### config.mk
export PLATFORM = sky130hd
export DESIGN_NAME = sccb_init_seq
export DESIGN_NICKNAME = d
export VERILOG_FILES = /design/src/rtl/sccb_init_seq.sv
export SDC_FILE = /design/constraint.sdc
export NUM_CORES = 1
export LEC_CHECK = 0
export CAP_MARGIN = 15
export CORE_MARGIN = 2
export CORE_UTILIZATION = 52
export CTS_BUF_LIST = sky130_fd_sc_hd__clkbuf_16
export CTS_CLUSTER_SIZE = 16
export DETAILED_ROUTE_END_ITERATION = 12
export MAX_ROUTING_LAYER = met4
export PLACE_DENSITY = 0.86
export REMOVE_ABC_BUFFERS = 1
export SLEW_MARGIN = 20
export SYNTH_ARGS = -nofsm -noshare
export SYNTH_HDL_FRONTEND = slang
export SYNTH_SLANG_ARGS = --single-unit
### constraint.sdc
create_clock -name XCLK -period 4.7 [get_ports XCLK]
set_input_delay 1.41 -clock XCLK [delete_from_list [all_inputs] [get_ports XCLK]]
set_output_delay 1.41 -clock XCLK [all_outputs]
set_load 0.01 [all_outputs]
### src/rtl/sccb_init_seq.sv
// SCCB register-table init sequencer: walks a ROM of {sub_addr, data}
// words, issues writes to an SCCB master, handles delay and end entries.
module sccb_init_seq #(
    parameter logic [7:0] DEV_ID     = 8'h42,
    parameter int         CLK_DIV    = 250,
    parameter int         DELAY_UNIT = 50_000,
    parameter int         TIMEOUT    = 2_000_000,
    parameter int         ROM_AW     = 8
) (
    input  logic              XCLK,
    input  logic              RST,
    input  logic              go,
    output logic              busy,
    output logic              init_done,
    output logic              error,
    output logic [ROM_AW-1:0] wr_count,
    output logic [ROM_AW-1:0] rom_addr,
    input  logic [15:0]       rom_data,
    output logic              sccb_start,
    output logic              sccb_rw,
    output logic [7:0]        sccb_ip_addr,
    output logic [7:0]        sccb_sub_addr,
    output logic [7:0]        sccb_data_in,
    input  logic              sccb_done,
    output logic              SCCB_CLK,
    output logic              SCCB_MID_PULSE
);

    localparam int CW = $clog2(CLK_DIV);
    localparam int TW = $clog2(TIMEOUT);
    localparam int DW = $clog2(255 * DELAY_UNIT + 1);

    localparam logic [CW-1:0] CNT_LAST = CW'(CLK_DIV - 1);
    // one cycle ahead of the mid point, so the registered strobe lands on it
    localparam logic [CW-1:0] CNT_PRE  = CW'(CLK_DIV / 2 - 2);
    localparam logic [TW-1:0] TO_LAST  = TW'(TIMEOUT - 1);

    typedef enum logic [3:0] {
        S_IDLE,
        S_FETCH,
        S_DECODE,
        S_ISSUE,
        S_WAIT_DONE,
        S_RELEASE,
        S_DELAY,
        S_DONE,
        S_ERROR
    } state_t;

    state_t        state;
    logic [CW-1:0] cnt;
    logic [TW-1:0] tcnt;
    logic [DW-1:0] dcnt;

    assign sccb_rw      = 1'b0;
    assign sccb_ip_addr = DEV_ID;

    // Free-running bit clock divider with a mid-low-phase strobe
    always_ff @(posedge XCLK) begin
        if (RST) begin
            cnt            <= '0;
            SCCB_CLK       <= 1'b0;
            SCCB_MID_PULSE <= 1'b0;
        end else begin
            if (cnt == CNT_LAST) begin
                cnt      <= '0;
                SCCB_CLK <= ~SCCB_CLK;
            end else begin
                cnt <= cnt + CW'(1);
            end
            SCCB_MID_PULSE <= (cnt == CNT_PRE) && !SCCB_CLK;
        end
    end

    // Table-walk FSM with registered status and SCCB request outputs
    always_ff @(posedge XCLK) begin
        if (RST) begin
            state         <= S_IDLE;
            busy          <= 1'b0;
            init_done     <= 1'b0;
            error         <= 1'b0;
            wr_count      <= '0;
            rom_addr      <= '0;
            sccb_start    <= 1'b0;
            sccb_sub_addr <= '0;
            sccb_data_in  <= '0;
            tcnt          <= '0;
            dcnt          <= '0;
        end else begin
            case (state)
                S_IDLE, S_DONE, S_ERROR: begin
                    if (go) begin
                        rom_addr  <= '0;
                        wr_count  <= '0;
                        tcnt      <= '0;
                        busy      <= 1'b1;
                        init_done <= 1'b0;
                        error     <= 1'b0;
                        state     <= S_FETCH;
                    end
                end
                S_FETCH: begin
                    state <= S_DECODE;
                end
                S_DECODE: begin
                    if (rom_data[15:8] == 8'hFF) begin
                        busy      <= 1'b0;
                        init_done <= 1'b1;
                        state     <= S_DONE;
                    end else if (rom_data[15:8] == 8'hFE) begin
                        dcnt  <= DW'(32'(rom_data[7:0]) * 32'(DELAY_UNIT));
                        state <= S_DELAY;
                    end else begin
                        sccb_sub_addr <= rom_data[15:8];
                        sccb_data_in  <= rom_data[7:0];
                        sccb_start    <= 1'b1;
                        state         <= S_ISSUE;
                    end
                end
                S_ISSUE: begin
                    tcnt  <= '0;
                    state <= S_WAIT_DONE;
                end
                S_WAIT_DONE: begin
                    if (sccb_done) begin
                        sccb_start <= 1'b0;
                        state      <= S_RELEASE;
                    end else if (tcnt == TO_LAST) begin
                        sccb_start <= 1'b0;
                        busy       <= 1'b0;
                        error      <= 1'b1;
                        state      <= S_ERROR;
                    end else begin
                        tcnt <= tcnt + TW'(1);
                    end
                end
                S_RELEASE: begin
                    if (!sccb_done) begin
                        wr_count <= wr_count + ROM_AW'(1);
                        rom_addr <= rom_addr + ROM_AW'(1);
                        state    <= S_FETCH;
                    end
                end
                S_DELAY: begin
                    // a load of N stays N cycles; a load of 0 still takes one
                    if (dcnt <= DW'(1)) begin
                        dcnt     <= '0;
                        rom_addr <= rom_addr + ROM_AW'(1);
                        state    <= S_FETCH;
                    end else begin
                        dcnt <= dcnt - DW'(1);
                    end
                end
                default: begin
                    busy       <= 1'b0;
                    sccb_start <= 1'b0;
                    state      <= S_IDLE;
                end
            endcase
        end
    end

endmodule

# ---- After elaboration in Yosys (flattened, before gate mapping)
# Cells that the tools add are included.
dict set report word_totals {
  ff_bits 95
  latch_bits 0
  ramBits 0
  rom_bits 0
  input_bits 20
  out_inout_bits 47
  elab_cells 110
  memories 0
}
dict set report op_classes {
  addsub 5
  n_mul 1
  div 0
  n_lt_le_gt_ge 1
  n_eq_ne 24
  n_shift 0
  n_mux 37
  bitwise 5
  reduce_logical 23
}
# operator n
set op_table {}
lappend op_table {{$mux W24} 3}
lappend op_table {{$mux W21} 3}
lappend op_table {{$pmux W21 S3} 1}
lappend op_table {{$pmux W24 S2} 1}
lappend op_table {{$mux W8} 4}
lappend op_table {{$pmux W4 S7} 1}
lappend op_table {{$add A8 B1 Y8 const B} 3}
lappend op_table {{$eq A8 B8 Y1 const B} 3}
lappend op_table {{$le A24 B1 Y1 const B} 1}
lappend op_table {{$pmux W8 S3} 1}
lappend op_table {{$sub A24 B1 Y24 const B} 1}
lappend op_table {{$add A21 B1 Y21 const B} 1}
lappend op_table {{$eq A21 B21 Y1 const B} 1}
lappend op_table {{$mul A8 B12 Y20 const B} 1}
lappend op_table {{$mux W4} 5}
lappend op_table {{$ne A2 B2 Y1 const B} 10}
lappend op_table {{$reduce_and A4 Y1} 5}
lappend op_table {{$eq A4 B3 Y1 const B} 4}
lappend op_table {{$pmux W8 S2} 1}
lappend op_table {{$reduce_and A3 Y1} 4}
lappend op_table {{$mux W1} 11}
lappend op_table {{$eq A4 B2 Y1 const B} 2}
lappend op_table {{$eq A8 B7 Y1 const B} 1}
lappend op_table {{$reduce_bool A2 Y1} 4}
lappend op_table {{17 further kinds} 24}

# ---- Logic depth before layout (Yosys ltp)
dict set report depth {
  ltp_word 4
  mapped_depth 14
  mapped_depth_nobuf 14
}

# ---- Worst setup path before layout
# OpenSTA, ideal clock, no wires.
dict set report synth_path {
  path_kind {input to register}
  start {in rom_data[2]}
  end {reg dcnt[23]}
  setup_time_ns 0.079
  t_arrival_ns 4.821
  t_required_ns 4.621
  setup_slack_ns -0.200
  stages 14
  n_path_buf 0
  path_cell_list {ha_1 > ha_1 > inv_1 > fa_1 > inv_1 > fa_1 > ha_1 > o21ai_0 > o21bai_1 > and2_1 > o22ai_1 > o31ai_1 > or4b_2 > o211ai_1}
}
dict set report synth_between {
  elab_chain_len 4
}
# element line
set synth_lines {}
lappend synth_lines {{from (decl)} 18} ;# input logic [15:0] rom_data,
lappend synth_lines {{$mul A8 B12 Y20} 111} ;# dcnt <= DW'(32'(rom_data[7:0]) * 32'(DELAY_UNIT));
lappend synth_lines {{$mux W24} 110} ;# end else if (rom_data[15:8] == 8'hFE) begin
lappend synth_lines {{$mux W24} 106} ;# if (rom_data[15:8] == 8'hFF) begin
lappend synth_lines {{$pmux W24 S2} 90} ;# case (state)
lappend synth_lines {{to (signal assigned)} 111}
lappend synth_lines {{to (signal assigned)} 151} ;# dcnt <= dcnt - DW'(1);
lappend synth_lines {{to (decl)} 53} ;# logic [DW-1:0] dcnt;
# Every way passes these cells. The select of a mux whose other input is x is not followed.
# A chain may end at the register's enable or synchronous reset.

# ---- Worst setup path after layout
dict set report layout_path {
  start {in rom_data[4]}
  end {reg dcnt[19]}
}
# Same word-level chain as after synthesis.

==> impl_results.md <==
- Status: finished, violations left
- Failing checks: negative setup slack
- Comb pwr share: 44.6%
- Drt first-iter violations: 529
- CP required: 4990 ps
- Synth unique cells: 67
- Wire length on met3: 968 µm
- Final setup viols: 5
- Via Count: 6071
- Max IR drop VDD: 0.263 mV
- Antenna cells: 0
- Area leader, netlist: dfxtp_1
- Drt drc: 0
- Max cap viols: 0
- Max frequency: 0.207 GHz
- Crit Path Max Fanout: 2
- Post-Syn Area: 0.00623 mm²
- Hpwl dp: 10.8 mm
- Net Sw Frac: 38.1%
- Worst slew margin: 50.7%
- Die height: 113 µm
- Hold Path Sink: sccb_sub_addr[3]
- Synth Area per Inst: 8.10 µm²
- CTS buffer count: 9
- Slew Limit Fails: 0
- Most frequent cells in the layout: nor2_1, dfxtp_1, nand2_1
- Register share of total power: 30.5%
- Critical path type: in2reg
- Setup tns final: -288 ps
- Global Route Usage Sum: 25.3%
- Post-synth EDFFs: 0
- Max Used Layer: met4
- Full die area: 0.0129 mm²
- DR vias/cell: 5.97
- Commonest non-fill, non-tap cell in the layout: nor2_1
- XOR/XNOR share of the synthesized area: 6.04%
- Num ports: 67
- Async set or reset register ratio after synthesis: 0%
- Drt total wl: 17.1 mm
- Number of synthesized register bits: 95
- Clock Path Buffers: 2
- Wirelength per Cell: 16.8 µm
- Synth Instances: 770
- Row count: 39
- Routability Congestion: 0.849
- CTS sink cnt: 95
- Post-layout total power: 0.00302 W
- Period utilization: 103%
- Top-area cell type share of the netlist area: 30.5%
- Clk_lat worst skew: 360 ps
- Psw: 0.00115 W
- P_leak: 3.04 nW
- Critical Path Start: rom_data[4]
- Initial antenna violation count: 0
- Global route overflow: 0
- DR pass1 iterations: 5
- Setup ws final: -122 ps
- Yosys Warn Count: 0
- Hold Path Origin: sccb_sub_addr[3]
- Post-synthesis sequential area ratio: 30.5%
- Synth Area in Simple Gates: 23.8%
- Core area: 0.0116 mm²
- Vias in the first global route: 5585
- Fin Clk Skew: 15.6 ps
- Area delta synth->final: 26.2%
- Clock root cell: clkbuf_16
- Die Wd: 113 µm
- Pint: 0.00187 W
- Largest family of logic cells by synthesized area: simple AND/OR/NAND/NOR gates
- Crit. End Element: flop
- Nets: 961
- Pre-CTS setup slack: -736 ps
- Largest net degree at the start of global routing: 37
- Initial Util: 53.9%
- Port Buf Inserts: 57
- Most used flip-flop cell after synthesis: dfxtp_1
- R2R setup slack: 1350 ps
- First-pass GRT wire length: 26.1 mm
- Hold Path Depth: 2
- Clock-pin slew on the worst setup and hold paths: 80 ps
- CTS H-tree depth: 3
- Worst slew pin tran: 740 ps
- DRT met1 WL: 7.24 mm
- Compound-gate portion of the synthesized area: 18.0%
- Fin. Hold Viols: 0
- Reg2reg end: state[1]
- Hold WC Path Type: reg2reg
- Detail Route Antenna Nets: 0
- Cells taking the most area after synthesis: dfxtp_1, ha_1, nor2_1
- Share of layout cells above drive strength 1: 15.2%
- RR Startpoint: dcnt[11]
- Clock power share: 24.9%
- Fin crit period: 4820 ps
- Reg2reg path depth: 8
- Routed met2 length: 8.22 mm
- Mux contribution to synthesized area: 0.482%
- Post-synthesis adder-cell area fraction: 15.9%
- Critical Path AT: 5110 ps
- Startpoint Class: input port
- PwrDens: 384 mW/mm²
- TritonCTS clock tree: done
## per-layer routing
| layer | global-route usage [%] | vias up |
|---|---|---|
| li1 | - | 2910 |
| met1 | 32.1 | 2843 |
| met2 | 40.3 | 267 |
| met3 | 5.10 | 51 |
| met4 | 8.94 | 0 |
| met5 | - | - |
## cells in the mapped netlist (all sizes together) (16+ instances only)
| cell type | number |
|---|---|
| nor2 | 100 |
| dfxtp | 95 |
| a21oi | 69 |
| nand2 | 69 |
| ha | 60 |
| o21ai | 52 |
| inv | 31 |
| nor3 | 29 |
| xnor2 | 28 |
| clkbuf | 26 |
| buf | 16 |
| nor4 | 16 |
## final cells by class
type	count	area, µm²
inverters	31	116
repair buffers	123	1060
flip-flops and latches	95	1900
fillers	847	3700
clock inverters	7	85.1
multi-input cells	609	4290
clock buffers	9	225
well taps	143	179
## cell families (layout without fill, tap and decap cells)
family	Yosys count	count (layout)
buf+inv	73	170
xor+xnor	43	43
other cells	2	9
simple gates	300	300
fa+ha+maj	72	72
flops	95	95
compound gates	182	182
mux	3	3
## worst max-delay path by stage
stage               endpoint  slack (ps)  depth (start not counted)
floorplan           dcnt[23]        -200                         14
global placement    dcnt[23]        -640                         15
detailed placement  dcnt[23]        -740                         15
CTS                 dcnt[23]           2                         14
global route        dcnt[19]        -260                         15
finish              dcnt[19]        -120                         15
## metrics by stage
step | std cells | utilization [%] | hold slack (ps) | area, µm²
floorplan | 735 | - | 433 | 6060
global placement | 997 | 62.8 | 441 | 7270
detailed placement | 997 | 62.8 | 446 | 7270
CTS | 1014 | 66.5 | 456 | 7700
global route | 1017 | 68.0 | 471 | 7860
finish | 1017 | 68.0 | 456 | 7860
## power groups by stage
stage	logic [W]	registers (W)	clock network [W]
after floorplan	0.000643	0.000942	0
after global placement	0.00106	0.000934	0
after detailed placement	0.00108	0.000935	0
after CTS	0.00116	0.000917	0.000758
after global routing	0.00144	0.000929	0.000798
final	0.00135	0.000922	0.000753
## registers in the layout, indices dropped and copies added (netlist names), 4 cells and up
name,cells
cnt,8
sccb_sub_addr,8
sccb_data_in,8
tcnt,21
state,4
rom_addr,8
wr_count,8
dcnt,24
## worst max-delay path, cell delays in order
cell	delay, ps
dlygate4sd2_1	280
buf_4	170
ha_4	260
fa_1	590
fa_1	480
ha_4	260
ha_4	180
a211oi_4	370
o21ai_1	170
buf_4	160
a41oi_1	210
o21ai_0	150
xor2_1	190
nand2_1	100
a21oi_1	140
## repair_timing
| item | 4_1_cts | 5_1_grt |
|---|---|---|
| hold buffers | 0 | 0 |
| pin swaps | 20 | 22 |
| buffers inserted | 1 | 3 |
| setup endpoints to repair | 10 | 11 |
| gates cloned | 0 | 0 |
| gates resized for setup | 21 | 28 |
No activity file was read; power rests on OpenSTA's default activity.
